### src/rtl/hazard_pkg.sv
// Shared constants, forwarding-select encoding and register-match helper
// for the scalar/vector hazard unit.
package hazard_pkg;

    localparam int REG_AW = 5;
    localparam int NREGS  = 2 ** REG_AW;

    typedef enum logic [1:0] {
        FWD_RF = 2'b00,
        FWD_W  = 2'b01,
        FWD_M  = 2'b10
    } fwd_sel_t;

    // Register 0 is hardwired, so it never matches anything.
    function automatic logic regMatch(input logic [REG_AW-1:0] src,
                                      input logic [REG_AW-1:0] dst);
        return (src != '0) && (src == dst);
    endfunction

endpackage

### src/rtl/hazard_sb_vsb_scoreboard.sv
// Vector scoreboard: one pending bit per vector register for in-flight
// multi-cycle ops, an outstanding counter and a sticky completion error.
module vsb_scoreboard
    import hazard_pkg::*;
#(
    parameter int REG_AW  = hazard_pkg::REG_AW,
    parameter int NREGS   = 2 ** REG_AW,
    parameter int MAX_OUT = 4,
    parameter int CNT_W   = $clog2(MAX_OUT + 1)
) (
    input  logic              clk,
    input  logic              reset,
    input  logic              issue,
    input  logic [REG_AW-1:0] issueReg,
    input  logic              done,
    input  logic [REG_AW-1:0] doneReg,
    output logic [NREGS-1:0]  pending,
    output logic [CNT_W-1:0]  out_cnt,
    output logic              sb_err
);

    logic             setEn;
    logic             clrEn;
    logic [NREGS-1:0] pendingNext;
    logic [CNT_W-1:0] cntNext;

    assign setEn = issue && (issueReg != '0);
    assign clrEn = done && pending[doneReg];

    // Clear before set so a same-cycle reissue of the completing register
    // keeps the bit for the younger op.
    always_comb begin
        pendingNext = pending;
        if (clrEn) pendingNext[doneReg] = 1'b0;
        if (setEn) pendingNext[issueReg] = 1'b1;
        cntNext = out_cnt + CNT_W'(setEn) - CNT_W'(clrEn);
    end

    always_ff @(posedge clk or posedge reset) begin
        if (reset) begin
            pending <= '0;
            out_cnt <= '0;
            sb_err  <= 1'b0;
        end else begin
            if (setEn && !clrEn)
                assert (int'(out_cnt) < MAX_OUT) else $error("scoreboard counter overflow");
            if (clrEn && !setEn)
                assert (out_cnt != '0) else $error("scoreboard counter underflow");
            pending <= pendingNext;
            out_cnt <= cntNext;
            if (done && !clrEn) sb_err <= 1'b1;
        end
    end

endmodule

### src/rtl/hazard_sb.sv
// Hazard unit for the five-stage scalar/vector pipeline: forwarding selects,
// scalar stalls and scoreboard-based stalls for multi-cycle vector ops.
module hazard_sb
    import hazard_pkg::*;
#(
    parameter int REG_AW  = hazard_pkg::REG_AW,
    parameter int NREGS   = 2 ** REG_AW,
    parameter int MAX_OUT = 4,
    parameter int CNT_W   = $clog2(MAX_OUT + 1)
) (
    input  logic              clk,
    input  logic              reset,
    input  logic [REG_AW-1:0] rsD,
    input  logic [REG_AW-1:0] rtD,
    input  logic [REG_AW-1:0] writeregD,
    input  logic [REG_AW-1:0] rsE,
    input  logic [REG_AW-1:0] rtE,
    input  logic [REG_AW-1:0] writeregE,
    input  logic [REG_AW-1:0] writeregM,
    input  logic [REG_AW-1:0] writeregW,
    input  logic              regwriteE,
    input  logic              regwriteM,
    input  logic              regwriteW,
    input  logic              VregwriteM,
    input  logic              VregwriteW,
    input  logic              memtoregE,
    input  logic              memtoregM,
    input  logic              busy,
    input  logic [1:0]        branchD,
    input  logic              vuseD,
    input  logic              mcD,
    input  logic              mcE,
    input  logic              mc_done,
    input  logic [REG_AW-1:0] mc_wreg,
    output logic              forwardaD,
    output logic              forwardbD,
    output logic [1:0]        forwardaE,
    output logic [1:0]        forwardbE,
    output logic [1:0]        VforwardaE,
    output logic [1:0]        VforwardbE,
    output logic              stallF,
    output logic              stallD,
    output logic              stallE,
    output logic              stallM,
    output logic              flushE,
    output logic [NREGS-1:0]  pending,
    output logic [CNT_W-1:0]  out_cnt,
    output logic              sb_err
);

    logic lwStall, brStall, rawStall, wawStall, fullStall, issue;

    function automatic fwd_sel_t fwdSel(input logic [REG_AW-1:0] src,
                                        input logic weM, input logic weW);
        if (weM && regMatch(src, writeregM)) return FWD_M;
        if (weW && regMatch(src, writeregW)) return FWD_W;
        return FWD_RF;
    endfunction

    assign forwardaD  = regwriteM && regMatch(rsD, writeregM);
    assign forwardbD  = regwriteM && regMatch(rtD, writeregM);
    assign forwardaE  = fwdSel(rsE, regwriteM, regwriteW);
    assign forwardbE  = fwdSel(rtE, regwriteM, regwriteW);
    assign VforwardaE = fwdSel(rsE, VregwriteM, VregwriteW);
    assign VforwardbE = fwdSel(rtE, VregwriteM, VregwriteW);

    assign lwStall = memtoregE && ((rtE == rsD) || (rtE == rtD));
    assign brStall = (branchD != 2'b00) &&
                     ((regwriteE && ((writeregE == rsD) || (writeregE == rtD))) ||
                      (memtoregM && ((writeregM == rsD) || (writeregM == rtD))));

    // Scoreboard stalls cover both recorded ops and the one issuing from E now.
    assign rawStall  = !reset && vuseD &&
                       (pending[rsD] || pending[rtD] ||
                        (mcE && (regMatch(rsD, writeregE) || regMatch(rtD, writeregE))));
    assign wawStall  = !reset && mcD && (writeregD != '0) &&
                       (pending[writeregD] || (mcE && (writeregE == writeregD)));
    assign fullStall = !reset && mcD && ((int'(out_cnt) + int'(mcE)) >= MAX_OUT);

    assign stallD = lwStall || brStall || rawStall || wawStall || fullStall || busy;
    assign stallF = stallD;
    assign flushE = stallD;
    assign stallE = busy;
    assign stallM = busy;
    assign issue  = mcE && !stallE && !reset;

    vsb_scoreboard #(
        .REG_AW (REG_AW),
        .NREGS  (NREGS),
        .MAX_OUT(MAX_OUT),
        .CNT_W  (CNT_W)
    ) uScoreboard (
        .clk     (clk),
        .reset   (reset),
        .issue   (issue),
        .issueReg(writeregE),
        .done    (mc_done),
        .doneReg (mc_wreg),
        .pending (pending),
        .out_cnt (out_cnt),
        .sb_err  (sb_err)
    );

endmodule

### config.mk
export PLATFORM = sky130hd
export DESIGN_NAME = hazard_sb
export DESIGN_NICKNAME = d
export VERILOG_FILES = /design/src/rtl/hazard_pkg.sv /design/src/rtl/hazard_sb_vsb_scoreboard.sv /design/src/rtl/hazard_sb.sv
export SDC_FILE = /design/constraint.sdc
export NUM_CORES = 1
export LEC_CHECK = 0
export ABC_AREA = 1
export BUFFER_PORTS_ARGS = -buffer_cell sky130_fd_sc_hd__buf_2
export CAP_MARGIN = 5
export CORE_MARGIN = 2
export CORE_UTILIZATION = 50
export DETAILED_ROUTE_END_ITERATION = 16
export HOLD_SLACK_MARGIN = 0.15
export PLACE_DENSITY = 0.85
export SYNTH_ARGS = -nofsm -noshare
export SYNTH_HDL_FRONTEND = slang
export SYNTH_HIERARCHICAL = 1
export SYNTH_SLANG_ARGS = --single-unit
### constraint.sdc
create_clock -name clk -period 2.3 [get_ports clk]
set_input_delay 0.345 -clock clk [delete_from_list [all_inputs] [get_ports clk]]
set_output_delay 0.345 -clock clk [all_outputs]
set_load 0.005 [all_outputs]
# Word-level counts from Yosys, hierarchy flattened
# Index checks and enable logic that the tools add are counted.
dict set report classes {
  n_addsub 3
  n_reduce_logical 60
  n_eq_ne 15
  mux 42
  magnitude_cmp 8
  bitwise 3
}
# op n
set ops {}
lappend ops {{equality test 5 bit} 15}
lappend ops {{two-way mux 32 bit} 2}
lappend ops {{logical AND 1 bit} 37}
lappend ops {{AND 32 bit} 1}
lappend ops {{two-way mux 2 bit} 16}
lappend ops {{inverter 32 bit} 1}
lappend ops {{bitwise OR 32 bit} 1}
lappend ops {{less-than comparator 5 x 6 -> 1 bit, second input constant} 5}
lappend ops {{nonzero test 5 bit} 6}
lappend ops {{binary-select mux 1 bit (select 5 bit)} 4}
lappend ops {{two-way mux 1 bit} 18}
lappend ops {{logical OR 1 bit} 13}
lappend ops {{demux 1 bit (select 5 bit)} 2}
lappend ops {{greater-or-equal comparator 5 x 1 -> 1 bit, second input constant} 2}
lappend ops {{adder 3 x 1 -> 4 bit} 1}
lappend ops {{greater-or-equal comparator 4 x 3 -> 1 bit, second input constant} 1}
lappend ops {{adder 3 x 1 -> 3 bit} 1}
lappend ops {{logical NOT 1 bit} 3}
lappend ops {{subtractor 3 x 1 -> 3 bit} 1}
lappend ops {{nonzero test 2 bit} 1}
dict set report totals {
  word_cells 134
  regBits 36
}

# Longest topological paths before layout
# Gate-level depths: netlist of run 1.
dict set report logic_depth {
  depth_word 10
  mapped_depth 19
  ltp_nobuf 17
}

# Cells and area by module
# The synthesis of run 1 kept the hierarchy.
# module cells_per_inst area_per_inst_um2 instances
set modules_own_cells {}
lappend modules_own_cells {vsb_scoreboard 356 2431.1 1}
lappend modules_own_cells {hazard_sb 414 2055.7 1}

# Worst setup path after synthesis of run 1
# No wires, ideal clock.
dict set report synth_path {
  kind {input to register}
  start {input port mc_wreg[0]}
  end {register uScoreboard.out_cnt[2]}
  n_path_buf 2
  setup_time_ns 0.123
  setup_slack_ns -0.063
  path_stages 18
  arrival_ns 2.240
  path_cell_list {buf_6 > buf_2 > nand2_1 > nand2_1 > nand2_1 > nand2_1 > nand2_1 > nand2_1 > nor2_2 > nand2_2 > nand2_1 > inv_1 > ha_1 > inv_1 > ha_1 > inv_1 > fa_1 > xnor2_1}
}
dict set report synth_between {
  elab_chain_len 4
}
# element line_no
set synth_rtl {}
lappend synth_rtl {{start: declaration} hazard_sb.sv:34} ;# input logic [REG_AW-1:0] mc_wreg,
lappend synth_rtl {{binary-select mux 1 bit (select 5 bit)} hazard_sb_vsb_scoreboard.sv:28} ;# assign clrEn = done && pending[doneReg];
lappend synth_rtl {{two-way mux 1 bit (implied by the code)} hazard_sb_vsb_scoreboard.sv:28}
lappend synth_rtl {{logical AND 1 bit} hazard_sb_vsb_scoreboard.sv:28}
lappend synth_rtl {{subtractor 3 x 1 -> 3 bit} hazard_sb_vsb_scoreboard.sv:36} ;# cntNext = out_cnt + CNT_W'(setEn) - CNT_W'(clrEn);
lappend synth_rtl {{via uScoreboard.cntNext[2]} hazard_sb_vsb_scoreboard.sv:25} ;# logic [CNT_W-1:0] cntNext;
lappend synth_rtl {{end signal: assignment} hazard_sb_vsb_scoreboard.sv:50} ;# out_cnt <= cntNext;
lappend synth_rtl {{end: declaration} hazard_sb_vsb_scoreboard.sv:18} ;# output logic [CNT_W-1:0] out_cnt,
# The timed path passes the listed nets, and every way through them passes these cells. The select of a mux whose other input is x is not followed.
# A chain may end at the register's enable or synchronous reset.

# Worst setup path after layout of run 1
dict set report layout_path {
  start {register uScoreboard.pending[3]}
  end {register uScoreboard.out_cnt[1]}
}
dict set report layout_between {
  elab_chain_len 4
}
# element line_no
set layout_rtl {}
lappend layout_rtl {{start: declaration} hazard_sb_vsb_scoreboard.sv:17} ;# output logic [NREGS-1:0] pending,
lappend layout_rtl {{start signal: assignment} hazard_sb_vsb_scoreboard.sv:49} ;# pending <= pendingNext;
lappend layout_rtl {{binary-select mux 1 bit (select 5 bit)} hazard_sb_vsb_scoreboard.sv:28}
lappend layout_rtl {{two-way mux 1 bit (implied by the code)} hazard_sb_vsb_scoreboard.sv:28}
lappend layout_rtl {{logical AND 1 bit} hazard_sb_vsb_scoreboard.sv:28}
lappend layout_rtl {{subtractor 3 x 1 -> 3 bit} hazard_sb_vsb_scoreboard.sv:36}
lappend layout_rtl {{via uScoreboard.cntNext[1]} hazard_sb_vsb_scoreboard.sv:25}
# The timed path passes the listed nets, and every way through them passes these cells. The select of a mux whose other input is x is not followed.

==> impl_metrics.json, run 1 <==
{
  "synthFlopType": "dfrtp_1",
  "grt_pass1_wl_mm": 24.7,
  "fmax_mhz": 456,
  "post_drt_wl_per_cell_um": 15.2,
  "overflow": 0,
  "post-route-min-period_ns": 2.19,
  "pin_count": 112,
  "path_class": "flip-flop to flip-flop",
  "cts_sinks": 36,
  "rrSetupSlack_ns": 0.11,
  "drive_above_1_share_pct": 26.8,
  "root_buffer": "clkbuf_8",
  "synth_common_cells": "nand2_1, inv_1, nand3_1",
  "finalSetupViolations": 0,
  "clk_path_buf_depth": 2,
  "drtIter0Drc": 653,
  "ys_types": 31,
  "synth_top_cell_by_area": "nand2_1",
  "fin_crit_sh_pct": 95.4,
  "critPathSlowestCell": "fa_2",
  "portBuffers": 111,
  "grt_usage_pct": 31.3,
  "drcViolationCount": 0,
  "seq_area_frac_synth_pct": 20.1,
  "critPathMaxStageDelay_ns": 0.52,
  "rsz0062_at_grt": "true",
  "clkSlewWorstSetupHoldPaths_ns": 0.08,
  "finalWorstSetupSlack_ns": 0.107,
  "synth-edff-count": 0,
  "crit_top_cell": "nand2_1",
  "die_h_um": 98.7,
  "htree_levels": 2,
  "cp.arrival_ns": 2.39,
  "ir_drop_uv": 439,
  "syn_inst": 770,
  "rows": 34,
  "grt_max_degree": 37,
  "synthToLayoutAreaGrowth_pct": 24.1,
  "synthTopCellsByArea": "nand2_1, dfrtp_1, nand3_1",
  "reg2reg_depth": 16,
  "wl_mm": 15.4,
  "hold_viol": 0,
  "ant_nets": 0,
  "synth.avg_cell_area_sq_um": 5.83,
  "async_flop_share_pct": 100,
  "viasPerCell": 5.42,
  "status": "completed",
  "synth_top_area_share_pct": 26.2,
  "cp_max_fo": 4,
  "first_pass_iters": 8,
  "die_x_um": 98.7,
  "grt_pass1_vias": 5026,
  "antenna_cells": 0,
  "synth_warnings": 6,
  "ys_ff_latch": 36,
  "timing.rr.start": "uScoreboard/pending[3]",
  "nNetsFinal": 973,
  "start_util_pct": 51.4,
  "slew_violations": 0,
  "gp_congestion": 1.00,
  "fin_skew_ns": 0.00469,
  "worst_pin_slew_ns": 0.808,
  "layoutNonFillerInstCount": 1018,
  "crit_chain": "nand2_1 -> nand2_1 -> nand2_1 -> nand2_1 -> nand2_1 -> nand2_1 -> nor2_2 -> nand2_2 -> nand2_2 -> inv_2 -> ha_4 -> inv_4 -> ha_4 -> inv_2 -> fa_2 -> inv_1",
  "slew-limit-headroom_pct": 46.0,
  "core_sq_um": 8720,
  "yosysMostFrequentCell": "nand2_1",
  "hold_path_class": "primary input to asynchronous set/reset pin",
  "synth_area_sq_um": 4490,
  "cts_tree": "done",
  "die-area_sq_um": 9750,
  "dp_hpwl_mm": 11.8,
  "worstReg2RegEnd": "uScoreboard/out_cnt[1]",
  "dp.cells": 1007,
  "powerDensity_nw_per_um2": 484,
  "power.leakage_uw": 0.00309,
  "antenna_found_initial": 0,
  "num_vias": 5522,
  "place_ws_ns": -0.278,
  "cts_made_buffers": 5,
  "drv_cap": 0,
  "endpoint_kind": "flip-flop",
  "synth_nets": 834,
  "cp.required_ns": 2.50,
  "startpoint_type": "flip-flop",
  "fillers": 821,
  "clk_latency_ns": 0.30
}
==> metal layers <==
layer | vias up | wire [um] | GRT usage [%]
li1 | 2674 | - | -
met1 | 2437 | 6110 | 43.7
met2 | 358 | 6980 | 49.1
met3 | 53 | 1840 | 4.68
met4 | 0 | 497 | 11.6
met5 | - | 0 | 0
==> cells in the final DEF, fill, tap and decap left out <==
cell type,n
xnor2_1,23
clkinv_2,1
buf_4,59
buf_12,1
nand4_1,11
fa_2,1
a211oi_1,1
clkinv_1,1
a31o_2,1
o22ai_1,1
a21oi_2,1
nor3_1,24
o21ai_1,1
nand2_1,311
clkbuf_8,5
inv_2,13
nor2_2,3
inv_4,3
or2_2,2
o21ai_0,7
o211ai_1,11
xor2_1,26
bufinv_16,1
a21oi_1,12
nand3_2,33
ha_4,2
nand2_2,3
nor4_1,1
buf_6,3
clkbuf_1,1
buf_2,111
inv_6,1
inv_1,66
nor2_1,64
nand3_1,69
dfrtp_1,36
==> final cells by class <==
class / instances / area (sq um) / area share (%)
Multi-Input combinational cell: 608 / 3040 / 54.7
Clock inverter: 2 / 35.0 / 0.629
Clock buffer: 6 / 72.6 / 1.30
Sequential cell: 36 / 901 / 16.2
Tap cell: 108 / 135 / 2.43
Timing Repair Buffer: 174 / 1050 / 18.9
Inverter: 84 / 328 / 5.89
==> per-stage QoR <==
| step | TNS, ns | area [sq um] | util, % | hold WS [ns] | total power (uW) |
|---|---|---|---|---|---|
| after floorplan | -0.0396 | 4510 | - | 0.466 | 1550 |
| final | 0 | 5570 | 63.8 | 0.174 | 2690 |
| after global routing | -0.0747 | 5570 | 63.8 | 0.250 | 2870 |
| after detailed placement | -0.538 | 5370 | 61.6 | 0.475 | 2050 |
| after global placement | -0.432 | 5370 | 61.6 | 0.488 | 2030 |
| after CTS | 0 | 5480 | 62.8 | 0.195 | 2630 |
==> power breakdown <==
| part | switching [uW] | internal, uW | leakage [uW] |
|---|---|---|---|
| Sequential | 90.0 | 738 | 0.000469 |
| Combinational | 753 | 531 | 0.00256 |
| Clock | 258 | 322 | 0.0000552 |
==> kinds of logic (layout without fill, tap and decap cells) <==
family	Yosys count	after routing	share of synthesized area [%]
compound gates	35	35	4.77
xor+xnor	49	49	9.56
fa+ha+maj	3	3	1.00
buf+inv	126	266	13.2
flops	36	36	20.1
simple gates	521	521	51.4
==> state kept, by name (all words and copies together) (netlist names) <==
| signal | count |
|---|---|
| uScoreboard/out_cnt | 3 |
| uScoreboard/sb_err | 1 |
| uScoreboard/pending | 32 |
==> worst max-delay path by stage <==
stage	startpoint	to	slack, ns	cells after the start
final	uScoreboard/pending[3]	uScoreboard/out_cnt[1]	0.11	16
after global routing	uScoreboard/pending[2]	flushE	-0.03	14
after CTS	uScoreboard/pending[20]	uScoreboard/out_cnt[1]	0.02	16
after detailed placement	mc_wreg[1]	uScoreboard/out_cnt[1]	-0.28	16
after global placement	mc_wreg[1]	uScoreboard/out_cnt[2]	-0.22	16
after floorplan	mc_wreg[0]	uScoreboard/out_cnt[2]	-0.02	19
==> worst max-delay path, delay by kind of cell (launching register included) <==
family | cells | cell delay (ns)
adder cells (fa/ha/maj) | 3 | 0.84
flip-flops | 1 | 0.43
buffers and inverters | 4 | 0.17
AND/OR/NAND/NOR | 9 | 0.65
==> timing repair <==
action | 4_1_cts | 5_1_grt
resized for setup | 0 | 28
hold buffers | 0 | 0
endpoints found under the setup margin | 0 | 5
setup buffers | 0 | 3
(Power assumes the default switching activity.)
==> run 2, diff against run 1 <==
Settings changed: CORE_UTILIZATION 50 to 55, PLACE_DENSITY 0.85 to 0.88.
Clock period 2.3 ns to 2.4 ns, I/O delays scaled along.
==> run 2 against run 1 <==
Clock skew is 0.0018 ns higher. Combinational power decreased by 8%. Setup slack better by 0.037 ns. Flip-flop and latch count unchanged. Final cell count decreased by 1.4%. Critical path depth unchanged. Design area shrank 2.1%. Critical endpoint is now uScoreboard/out_cnt[2].
==> impl_metrics.json, run 2 (synthesis gave the netlist of run 1 again) <==
{
  "status": "completed",
  "final.setup.tns_ns": 0,
  "start_util_pct": 57.5,
  "hold_viol": 0,
  "hold_path_class": "primary input to asynchronous set/reset pin",
  "rows": 32,
  "htree_levels": 2,
  "slew-limit-headroom_pct": 63.2,
  "comb_power_share_pct": 48.6,
  "drv_cap": 0,
  "die_h_um": 94.3,
  "clkSlewWorstSetupHoldPaths_ns": 0.08,
  "layout_commonest_cell": "nand2_1",
  "viasPerCell": 5.50,
  "top_register": "uScoreboard/pending",
  "finalSetupViolations": 0,
  "slew_violations": 0,
  "clk_path_buf_depth": 2,
  "gp_congestion": 1.04,
  "worst_pin_slew_ns": 0.549,
  "worstReg2RegEnd": "uScoreboard/out_cnt[2]",
  "root_buffer": "clkbuf_8",
  "wl_mm": 15.7,
  "core_sq_um": 7810,
  "num_vias": 5518,
  "cts_hold_buffers": 0,
  "fin_skew_ns": 0.00647,
  "fin_crit_sh_pct": 94.0,
  "dp_hpwl_mm": 12.0,
  "power_frac_clock_pct": 18.5,
  "grt_usage_pct": 35.7,
  "largest_reg_flops": 32,
  "antenna_cells": 0,
  "startpoint_type": "flip-flop",
  "overflow": 0,
  "cp.required_ns": 2.58,
  "cp_max_fo": 4,
  "clk_latency_ns": 0.29,
  "p_int_uw": 1390,
  "grt_pass1_vias": 5043,
  "die-area_sq_um": 8900,
  "synthToLayoutAreaGrowth_pct": 21.5,
  "post-route-min-period_ns": 2.26,
  "path_class": "flip-flop to flip-flop",
  "cts_made_buffers": 5,
  "cp.arrival_ns": 2.44,
  "fmax_mhz": 443,
  "grt_pass1_wl_mm": 24.9,
  "top_regs": "uScoreboard/pending (32), uScoreboard/out_cnt (3), uScoreboard/sb_err (1)",
  "holdWs_ns": 0.198,
  "drtIter0Drc": 454,
  "p_seq_share_pct": 32.8,
  "mostFrequentLayoutCells": "nand2_1, buf_2, inv_1",
  "ir_drop_uv": 304,
  "die_x_um": 94.3,
  "sw_frac_of_total_pct": 42.8,
  "finalPower_uw": 2430,
  "endpoint_kind": "flip-flop",
  "grt_max_degree": 37,
  "pin_count": 112,
  "reg2reg_depth": 16,
  "portBuffers": 111,
  "first_pass_iters": 6,
  "cts_sinks": 36,
  "drive_above_1_share_pct": 24.5,
  "cts_tree": "done",
  "post_drt_wl_per_cell_um": 15.6,
  "timing.rr.start": "uScoreboard/pending[29]",
  "rrSetupSlack_ns": 0.14,
  "fin_util_pct": 69.8,
  "power.leakage_uw": 0.00304,
  "placement.cell_area_sq_um": 5320,
  "drcViolationCount": 0,
  "ant_nets": 0,
  "nNetsFinal": 965,
  "rsz0062_at_grt": "false",
  "fillers": 722,
  "p_sw_uw": 1040,
  "fin_area_sq_um": 5450,
  "powerDensity_nw_per_um2": 447,
  "antenna_found_initial": 0
}
run 2: stage by stage:
stage / cells / setup WS, ns
4_1_cts: 1000 / 0.0618
6_report: 1004 / 0.144
2_1_floorplan: 770 / 0.0223
5_1_grt: 1004 / 0.0136
3_3_place_gp: 992 / -0.142
3_5_place_dp: 992 / -0.183
run 2: what timing repair did:
item / 4_1_cts / 5_1_grt
setup endpoints to repair: 0 / 2
gates resized for setup: 0 / 6
setup buffers: 0 / 4
run 2: area by class of cell:
class	count	area [sq um]	area share [%]
clock buffers	5	68.8	1.26
flip-flops and latches	36	905	16.6
inverters	84	318	5.83
multi-input cells	608	3010	55.2
repair buffers	166	1010	18.5
clock inverters	3	18.8	0.344
well taps	102	128	2.34
run 2: critical path, cell delays in order (launching register included):
cell and delay (ns):
dfrtp_2 0.46, nand2_1 0.08, nand2_1 0.05, nand2_1 0.05, nand2_1 0.06, nand2_1 0.05, nand2_1 0.05, nor2_2 0.14
nand2_2 0.07, nand2_1 0.09, inv_1 0.07, ha_4 0.24, inv_2 0.06, ha_1 0.13, inv_1 0.04, fa_1 0.37
xnor2_1 0.14
run 2: worst max-delay path by stage:
| stage | slack, ns | to | depth (start not counted) | startpoint |
|---|---|---|---|---|
| after floorplan | 0.02 | uScoreboard/out_cnt[2] | 18 | mc_wreg[0] |
| after global placement | -0.14 | uScoreboard/out_cnt[2] | 16 | mc_wreg[1] |
| after detailed placement | -0.18 | uScoreboard/out_cnt[1] | 16 | mc_wreg[1] |
| after CTS | 0.06 | uScoreboard/out_cnt[2] | 16 | uScoreboard/pending[10] |
| after global routing | 0.01 | stallD | 14 | uScoreboard/pending[16] |
| final | 0.14 | uScoreboard/out_cnt[2] | 16 | uScoreboard/pending[29] |
run 2: per-layer routing:
layer  share of wire (%)  vias to the layer above  wire length (um)  track usage (%)
li1                    -                     2662                 -                -
met1                  41                     2487              6510             47.9
met2                  45                      325              7120             57.8
met3                  10                       44              1650             6.26
met4                 2.7                        0               429             12.3
met5                   0                        -                 0                0
run 2: power by group through the flow:
stage	combinational [uW]	sequential, uW	clock (uW)
floorplan	663	823	0
finish	1180	799	451
CTS	1140	801	461
global placement	1110	811	0
detailed placement	1140	811	0
global route	1310	814	483
==> run 3, diff against run 2 <==
Settings changed: CORE_MARGIN 2 to not set.
==> run 3 against run 2 <==
First-iteration DRC count shrank 1.3%. Setup slack got worse by 0.043 ns. Non-clock buffer count increased by 2. Critical endpoint is now uScoreboard/out_cnt[1].
==> impl_metrics.json, run 3 (synthesis gave the netlist of run 1 again) <==
{
  "post_drt_wl_per_cell_um": 15.5,
  "cts_made_buffers": 5,
  "fin_util_pct": 70.0,
  "ir_drop_uv": 376,
  "first_pass_iters": 6,
  "dp_hpwl_mm": 11.7,
  "hold_path_class": "primary input to asynchronous set/reset pin",
  "powerDensity_nw_per_um2": 450,
  "clkSlewWorstSetupHoldPaths_ns": 0.08,
  "start_util_pct": 57.5,
  "rows": 32,
  "fin_skew_ns": 0.00606,
  "num_vias": 5565,
  "drv_cap": 0,
  "top_register": "uScoreboard/pending",
  "viasPerCell": 5.53,
  "rsz0062_at_grt": "true",
  "critPathSlowestCell": "fa_1",
  "grt_pass1_vias": 4982,
  "top_regs": "uScoreboard/pending (32), uScoreboard/out_cnt (3), uScoreboard/sb_err (1)",
  "grt_max_degree": 37,
  "cp.arrival_ns": 2.50,
  "dp.cells": 991,
  "gp_congestion": 1.05,
  "holdWs_ns": 0.206,
  "largest_reg_flops": 32,
  "layoutNonFillerInstCount": 1006,
  "pin_count": 112,
  "portBuffers": 111,
  "post-route-min-period_ns": 2.30,
  "fin_crit_sh_pct": 95.8,
  "die-area_sq_um": 8520,
  "clk_path_buf_depth": 2,
  "fmax_mhz": 435,
  "status": "completed",
  "reg2reg_depth": 16,
  "cts_hold_buffers": 0,
  "slew_violations": 0,
  "cp_max_fo": 4,
  "die_h_um": 92.3,
  "place_ws_ns": -0.173,
  "final.setup.tns_ns": 0,
  "root_buffer": "clkbuf_8",
  "ant_nets": 0,
  "layout_commonest_cell": "nand2_1",
  "slew-limit-headroom_pct": 60.8,
  "grt_usage_pct": 37.0,
  "finalSetupViolations": 0,
  "timing.rr.start": "uScoreboard/pending[15]",
  "drtIter0Drc": 448,
  "startpoint_type": "flip-flop",
  "drcViolationCount": 0,
  "clk_latency_ns": 0.30,
  "antenna_cells": 0,
  "mostFrequentLayoutCells": "nand2_1, buf_2, inv_1",
  "die_x_um": 92.3,
  "cp.required_ns": 2.60,
  "core_sq_um": 7810,
  "wl_mm": 15.6,
  "endpoint_kind": "flip-flop",
  "worst_pin_slew_ns": 0.584,
  "crit_chain": "nand2_1 -> nand2_1 -> nand2_1 -> nand2_1 -> nand2_1 -> nand2_1 -> nor2_2 -> nand2_2 -> nand2_2 -> inv_1 -> ha_1 -> inv_2 -> ha_4 -> inv_1 -> fa_1 -> inv_1",
  "grt_pass1_wl_mm": 24.8,
  "path_class": "flip-flop to flip-flop",
  "rrSetupSlack_ns": 0.10,
  "drive_above_1_share_pct": 25.1,
  "power.leakage_uw": 0.00304,
  "worstReg2RegEnd": "uScoreboard/out_cnt[1]",
  "htree_levels": 2,
  "cts_tree": "done",
  "setup.worst_path.start": "uScoreboard/pending[15]",
  "cts_sinks": 36,
  "antenna_found_initial": 0,
  "synthToLayoutAreaGrowth_pct": 21.8,
  "finalWorstSetupSlack_ns": 0.101,
  "nNetsFinal": 967,
  "hold_viol": 0,
  "crit_top_cell": "nand2_1",
  "overflow": 0,
  "critPathMaxStageDelay_ns": 0.47
}
-- run 3: per-layer routing --
layer | share of wire, % | GRT usage (%) | wire length (um)
met1 | 40 | 50.8 | 6200
met2 | 45 | 59.4 | 7090
met3 | 12 | 5.67 | 1840
met4 | 3.1 | 12.1 | 490
met5 | 0 | 0 | 0
-- run 3: cell type report --
cell class | instances | area (sq um)
clock buffers | 5 | 68.8
clock inverters | 3 | 21.3
fillers | 748 | 2340
inverters | 84 | 318
multi-input cells | 608 | 3020
flip-flops and latches | 36 | 905
well taps | 102 | 128
repair buffers | 168 | 1010
-- run 3: critical path, delay by kind of cell, from the launching register on --
kind	cells	cell delay, ns
fa+ha+maj	3	0.86
simple gates	9	0.68
flops	1	0.43
buf+inv	4	0.21
-- run 3: how the worst max path moves through the flow --
stage | endpoint | slack (ns) | depth (start not counted)
after floorplan | uScoreboard/out_cnt[2] | 0.02 | 18
after global placement | uScoreboard/out_cnt[2] | -0.11 | 16
after detailed placement | uScoreboard/out_cnt[1] | -0.17 | 16
after CTS | uScoreboard/out_cnt[1] | 0.07 | 16
after global routing | stallF | -0.05 | 14
final | uScoreboard/out_cnt[1] | 0.10 | 16
-- run 3: where the power goes --
| part | internal (uW) | switching, uW | leakage, uW | total, uW |
|---|---|---|---|---|
| Clock | 207 | 260 | 0.0000445 | 467 |
| Combinational | 486 | 701 | 0.00253 | 1190 |
| Sequential | 708 | 98.0 | 0.000464 | 806 |
| Total | 1400 | 1060 | 0.00304 | 2460 |
-- run 3: timing repair --
item / 4_1_cts / 5_1_grt
gates resized for setup: 0 / 11
endpoints found under the setup margin: 0 / 5
setup buffers: 0 / 7
-- run 3: per-stage QoR --
stage                     cell area, sq um  power [uW]
after floorplan                       4490        1490
after detailed placement              5300        1930
after global placement                5300        1910
after global routing                  5470        2630
after CTS                             5390        2400
final                                 5470        2460
